[src/rtl/alu_acc_sequencer.sv]
// Accumulator command sequencer driving the operand/select side of the 8-bit combinational ALU.
// Optional feature macro ALU_SEQ_REPEAT_EN: ALU ops iterate cmd_rep+1 times, chaining Result into A.

module alu_acc_sequencer #(
  parameter int unsigned ACC_W = 8,
  parameter int unsigned REP_W = 4
) (
  input  logic             clk,
  input  logic             rst_n,
  input  logic             cmd_valid,
  output logic             cmd_ready,
  input  logic [3:0]       cmd_op,
  input  logic [ACC_W-1:0] cmd_data,
  input  logic [REP_W-1:0] cmd_rep,
  output logic [ACC_W-1:0] alu_a,
  output logic [ACC_W-1:0] alu_b,
  output logic [2:0]       alu_sel,
  input  logic [ACC_W-1:0] alu_result,
  input  logic             alu_zflag,
  output logic             rsp_valid,
  input  logic             rsp_ready,
  output logic [ACC_W-1:0] rsp_data,
  output logic             rsp_zero,
  output logic             rsp_err
);

  localparam int unsigned OP_W  = 4;
  localparam int unsigned SEL_W = 3;

  localparam logic [OP_W-1:0] OP_LOAD  = OP_W'(0);
  localparam logic [OP_W-1:0] OP_READ  = OP_W'(1);
  localparam logic [OP_W-1:0] OP_CLEAR = OP_W'(2);

  typedef enum logic [1:0] {
    ST_IDLE = 2'd0,
    ST_EXEC = 2'd1,
    ST_RESP = 2'd2
  } state_t;

  state_t             state, state_nxt;
  logic [ACC_W-1:0]   acc, acc_nxt;
  logic [ACC_W-1:0]   alu_a_nxt, alu_b_nxt;
  logic [SEL_W-1:0]   alu_sel_nxt;
  logic               cmd_ready_nxt;
  logic               rsp_valid_nxt, rsp_zero_nxt, rsp_err_nxt;
  logic [ACC_W-1:0]   rsp_data_nxt;

`ifdef ALU_SEQ_REPEAT_EN
  logic [REP_W-1:0]   rep_cnt, rep_cnt_nxt;
`else
  // Repeat count has no meaning in the single-iteration build.
  logic               unused_rep;
  assign unused_rep = ^cmd_rep;
`endif

  // Next-state and next-register values.
  always_comb begin
    state_nxt     = state;
    acc_nxt       = acc;
    alu_a_nxt     = alu_a;
    alu_b_nxt     = alu_b;
    alu_sel_nxt   = alu_sel;
    rsp_valid_nxt = rsp_valid;
    rsp_data_nxt  = rsp_data;
    rsp_zero_nxt  = rsp_zero;
    rsp_err_nxt   = rsp_err;
`ifdef ALU_SEQ_REPEAT_EN
    rep_cnt_nxt   = rep_cnt;
`endif

    case (state)
      ST_IDLE: begin
        if (cmd_valid && cmd_ready) begin
          if (cmd_op[OP_W-1]) begin
            alu_a_nxt   = acc;
            alu_b_nxt   = cmd_data;
            alu_sel_nxt = cmd_op[SEL_W-1:0];
`ifdef ALU_SEQ_REPEAT_EN
            rep_cnt_nxt = cmd_rep;
`endif
            state_nxt   = ST_EXEC;
          end else begin
            rsp_err_nxt = 1'b0;
            case (cmd_op)
              OP_LOAD:  acc_nxt = cmd_data;
              OP_READ:  acc_nxt = acc;
              OP_CLEAR: acc_nxt = '0;
              default:  rsp_err_nxt = 1'b1;
            endcase
            rsp_valid_nxt = 1'b1;
            rsp_data_nxt  = acc_nxt;
            rsp_zero_nxt  = (acc_nxt == '0);
            state_nxt     = ST_RESP;
          end
        end
      end

      ST_EXEC: begin
`ifdef ALU_SEQ_REPEAT_EN
        if (rep_cnt != '0) begin
          // Chain the running result back into A; B and select stay put.
          alu_a_nxt   = alu_result;
          rep_cnt_nxt = rep_cnt - REP_W'(1);
        end else begin
          acc_nxt       = alu_result;
          rsp_valid_nxt = 1'b1;
          rsp_data_nxt  = alu_result;
          rsp_zero_nxt  = alu_zflag;
          rsp_err_nxt   = 1'b0;
          state_nxt     = ST_RESP;
        end
`else
        acc_nxt       = alu_result;
        rsp_valid_nxt = 1'b1;
        rsp_data_nxt  = alu_result;
        rsp_zero_nxt  = alu_zflag;
        rsp_err_nxt   = 1'b0;
        state_nxt     = ST_RESP;
`endif
      end

      ST_RESP: begin
        if (rsp_ready) begin
          rsp_valid_nxt = 1'b0;
          rsp_err_nxt   = 1'b0;
          state_nxt     = ST_IDLE;
        end
      end

      default: state_nxt = ST_IDLE;
    endcase

    // Ready is a registered copy of "will be idle", so it drops on the accepting edge.
    cmd_ready_nxt = (state_nxt == ST_IDLE);
  end

  // State and output registers.
  always_ff @(posedge clk or negedge rst_n) begin
    if (!rst_n) begin
      state     <= ST_IDLE;
      acc       <= '0;
      alu_a     <= '0;
      alu_b     <= '0;
      alu_sel   <= '0;
      cmd_ready <= 1'b0;
      rsp_valid <= 1'b0;
      rsp_data  <= '0;
      rsp_zero  <= 1'b0;
      rsp_err   <= 1'b0;
`ifdef ALU_SEQ_REPEAT_EN
      rep_cnt   <= '0;
`endif
    end else begin
      state     <= state_nxt;
      acc       <= acc_nxt;
      alu_a     <= alu_a_nxt;
      alu_b     <= alu_b_nxt;
      alu_sel   <= alu_sel_nxt;
      cmd_ready <= cmd_ready_nxt;
      rsp_valid <= rsp_valid_nxt;
      rsp_data  <= rsp_data_nxt;
      rsp_zero  <= rsp_zero_nxt;
      rsp_err   <= rsp_err_nxt;
`ifdef ALU_SEQ_REPEAT_EN
      rep_cnt   <= rep_cnt_nxt;
`endif
    end
  end

endmodule
[config.mk]
export PLATFORM = sky130hd
export DESIGN_NAME = alu_acc_sequencer
export DESIGN_NICKNAME = d
export VERILOG_FILES = /design/src/rtl/alu_acc_sequencer.sv
export SDC_FILE = /design/constraint.sdc
export NUM_CORES = 1
export LEC_CHECK = 0
export ABC_AREA = 1
export CORE_UTILIZATION = 48
export CTS_BUF_LIST = sky130_fd_sc_hd__clkbuf_4 sky130_fd_sc_hd__clkbuf_8 sky130_fd_sc_hd__clkbuf_16
export CTS_CLUSTER_DIAMETER = 150
export DETAILED_ROUTE_END_ITERATION = 12
export GPL_TIMING_DRIVEN = 0
export PLACE_DENSITY = 0.81
export SETUP_SLACK_MARGIN = 0.4
export SKIP_LAST_GASP = 1
export SYNTH_ARGS = -nofsm -noshare
export SYNTH_HDL_FRONTEND = slang
export SYNTH_SLANG_ARGS = --single-unit
[constraint.sdc]
create_clock -name clk -period 3.2 [get_ports clk]
set_input_delay 0.48 -clock clk [delete_from_list [all_inputs] [get_ports clk]]
set_output_delay 0.48 -clock clk [all_outputs]
set_load 0.005 [all_outputs]
==> results by group <==
Outcome
  – Status: complete, no violations

Placement
  – Placed wire-length estimate: around 2800 um
  – Placed standard-cell area: 2290 um^2
  – GP Congestion: 0.803
  – Placed insts: roughly 280
  – Setup WS pre-CTS: 1.22 ns
  – Buffers on Ports: 55

Floorplan
  – Die extent in y: 61.3 um
  – IO Count: 60
  – Die width: 61.3 um
  – Cell row count: 21
  – Starting density of the core: 0.505
  – Full die area: 3750 um^2
  – Core ar.: around 3300 um^2

Clocking
  – CTS tree: done
  – # clock sinks: 33
  – Worst-path clk slew: 0.11 ns
  – CTS buffer count: 5
  – Clock Latency Late Sink: 0.34 ns
  – Post-CTS Setup Bufs: 0
  – Post-cts gate resize count: 0
  – CTS hold repair buffers: 0
  – Clk root buf: clkbuf_4
  – H-tree Lvls: 2
  – Longest Clk Path Bufs: 2

Detailed routing
  – DRT iter0 DRCs: 33
  – Iteration count of the initial detailed-routing pass: 4
  – WL per Instance: 13.2 um
  – Via count: 1,439
  – WL final: approximately 3800 um
  – DRC: 0
  – Via-to-Cell Ratio: ~5.0
  – ANT nets after route: 0

Power and ir drop
  – Total power: 2.09 mW
  – Pwr/cell area: 892 nW/um^2
  – Pleak: 1.02 nW
  – Peak VDD IR: about 0.48 mV

Final layout
  – Non-Filler Instances: 286
  – Synth-to-Final Area Change: 39.0%
  – Nets: 272
  – Final core utilization: 0.702
  – Most frequent cells in the layout: clkdlybuf4s50_1, dfrtp_1, nor2_1
  – Proportion of layout cells with a drive suffix above 1: 0.225
  – # fillers: 271
  – Most common cell after layout, fill and taps aside: clkdlybuf4s50_1
  – Number of diodes: 0
  – Final instance area: 2340 um^2

Worst setup path
  – Worst Path Required: around 2.7 ns
  – CP Cell Sequence: clkdlybuf4s50_1
  – R2r setup slk: 1.47 ns
  – Worst Path Max Fanout: 3
  – WP data arrival: between 1 and 1.5 ns
  – CP Buf/Inv Count: 1
  – Maximum cell stage delay along the critical path: 0.52 ns
  – CP Depth: 1
  – R2R depth: 8
  – Critical-path top delay cell: clkdlybuf4s50_1
  – Worst setup EP type: output pin
  – Crit Path Category: flop to output pin
  – Startpoint Class: flop
  – Crit-path leading delay family: buffers and inverters

STA
  – Finish-stage setup viols: 0
  – Post-route setup slack: 1.45 ns
  – Final Critical Period: 1.75 ns
  – TNS Setup: 0 ns
  – RSZ-0062 raised after global routing: false
  – Slew @ Worst Pin: 0.717 ns
  – Fin crit share: 0.547
  – FMAX: 571 MHz
  – Slew Limit Fails: 0
  – Hold_ws: approximately 0.18 ns
  – Setup Skew: 0.0159 ns
  – Hold Violations, Final: 0
  – Slew headroom: 0.522

Synthesis
  – Synthesized netlist cell count: 177
  – Yosys reg bits: 33
  – Mapped Area: about 1700 um^2
  – Avg Cell Area, Syn: 9.52 um^2
  – Cell taking the most area after synthesis: dfrtp_1
  – Top cells by area, synth: dfrtp_1, mux2_2, nor2_1
  – Synth warnings: 0
  – Netlist cell types: 24
  – Register area share after synthesis: 0.490
  – Top cell type's share of synthesized area: 0.490
  – Mapped Nets: 210

GRT
  – Met2 Usage GRT: 0.376
  – Initial antenna violation count: 0
  – First-pass GRT wire length: 6070 um
  – Grt ovf: 0
  – Grt met3 use: 0.0420
  – Total track usage: 0.230
  – Met1 global-route usage: 0.287
  – Largest net degree at the start of global routing: 34
  – Vias in the first global route: about 1,300
  – Gr busiest metal: met2

Min path
  – Worst min-delay path class: input pin to async pin

Flow run
  – Max-cap viol count: 0
[path summary, 6_finish.rpt]
| path | end | from |
|---|---|---|
| worst max-delay path | rsp_data[0] | acc[0]$_DFFE_PN0P_ |
| worst min-delay path | alu_a[0]$_DFFE_PN0P_ | rst_n |
| worst max register to register | acc[6]$_DFFE_PN0P_ | state[0]$_DFF_PN0_ |
| worst min register to register | alu_b[2]$_DFFE_PN0P_ | alu_b[2]$_DFFE_PN0P_ |
| max in group asynchronous | alu_b[2]$_DFFE_PN0P_ | rst_n |
| min in group clk | alu_b[2]$_DFFE_PN0P_ | alu_b[2]$_DFFE_PN0P_ |
[routing by layer]
| metal | up-vias | part of all wire |
|---|---|---|
| met5 | - | 0 |
| met4 | 0 | 0.024 |
| met3 | 9 | 0.040 |
| met2 | 42 | 0.49 |
| met1 | 676 | 0.45 |
| li1 | 712 | - |
[cells in the mapped netlist, drive strengths merged]
cell type / number
mux2: 10
a31oi: 1
a21oi: 13
clkinv: 1
ha: 4
o21ai: 11
inv: 17
nand3: 11
dfrtp: 33
nand2: 28
buf: 7
o211ai: 1
nor2: 31
o22ai: 9
[cells by family (layout without fill, tap and decap cells)]
family / count (synthesis) / after routing / synth area share
muxes: 10 / 10 / 0.0668
DFF: 33 / 33 / 0.490
AOI/OAI and AO/OA: 35 / 35 / 0.127
and+or+nand+nor: 70 / 70 / 0.204
buffers and inverters: 25 / 88 / 0.0824
adders and majority gates: 4 / 4 / 0.0297
[sequential cells by signal, indices dropped and copies added, names as in the netlist]
| signal | flops |
|---|---|
| rsp_err | 1 |
| alu_sel | 3 |
| state | 2 |
| alu_b | 8 |
| cmd_ready | 1 |
| rsp_valid | 1 |
| acc | 8 |
| rsp_zero | 1 |
| alu_a | 8 |
[final cells by class]
class	instances	area [um^2]	area share
flip-flops and latches	33	826	0.352
multi-input cells	119	721	0.308
repair buffers	55	546	0.233
plain buffers	7	71.3	0.0304
inverters	18	67.6	0.0288
well taps	46	57.6	0.0246
clock buffers	6	45.0	0.0192
clock inverters	2	10.0	0.00427
[power breakdown]
group	switching (mW)	total, mW	internal (mW)
combinational	0.488	1.12	0.632
sequential	0.123	0.740	0.617
clock	0.138	0.230	0.0920
Note: power is estimated with default switching activity, not from simulation.
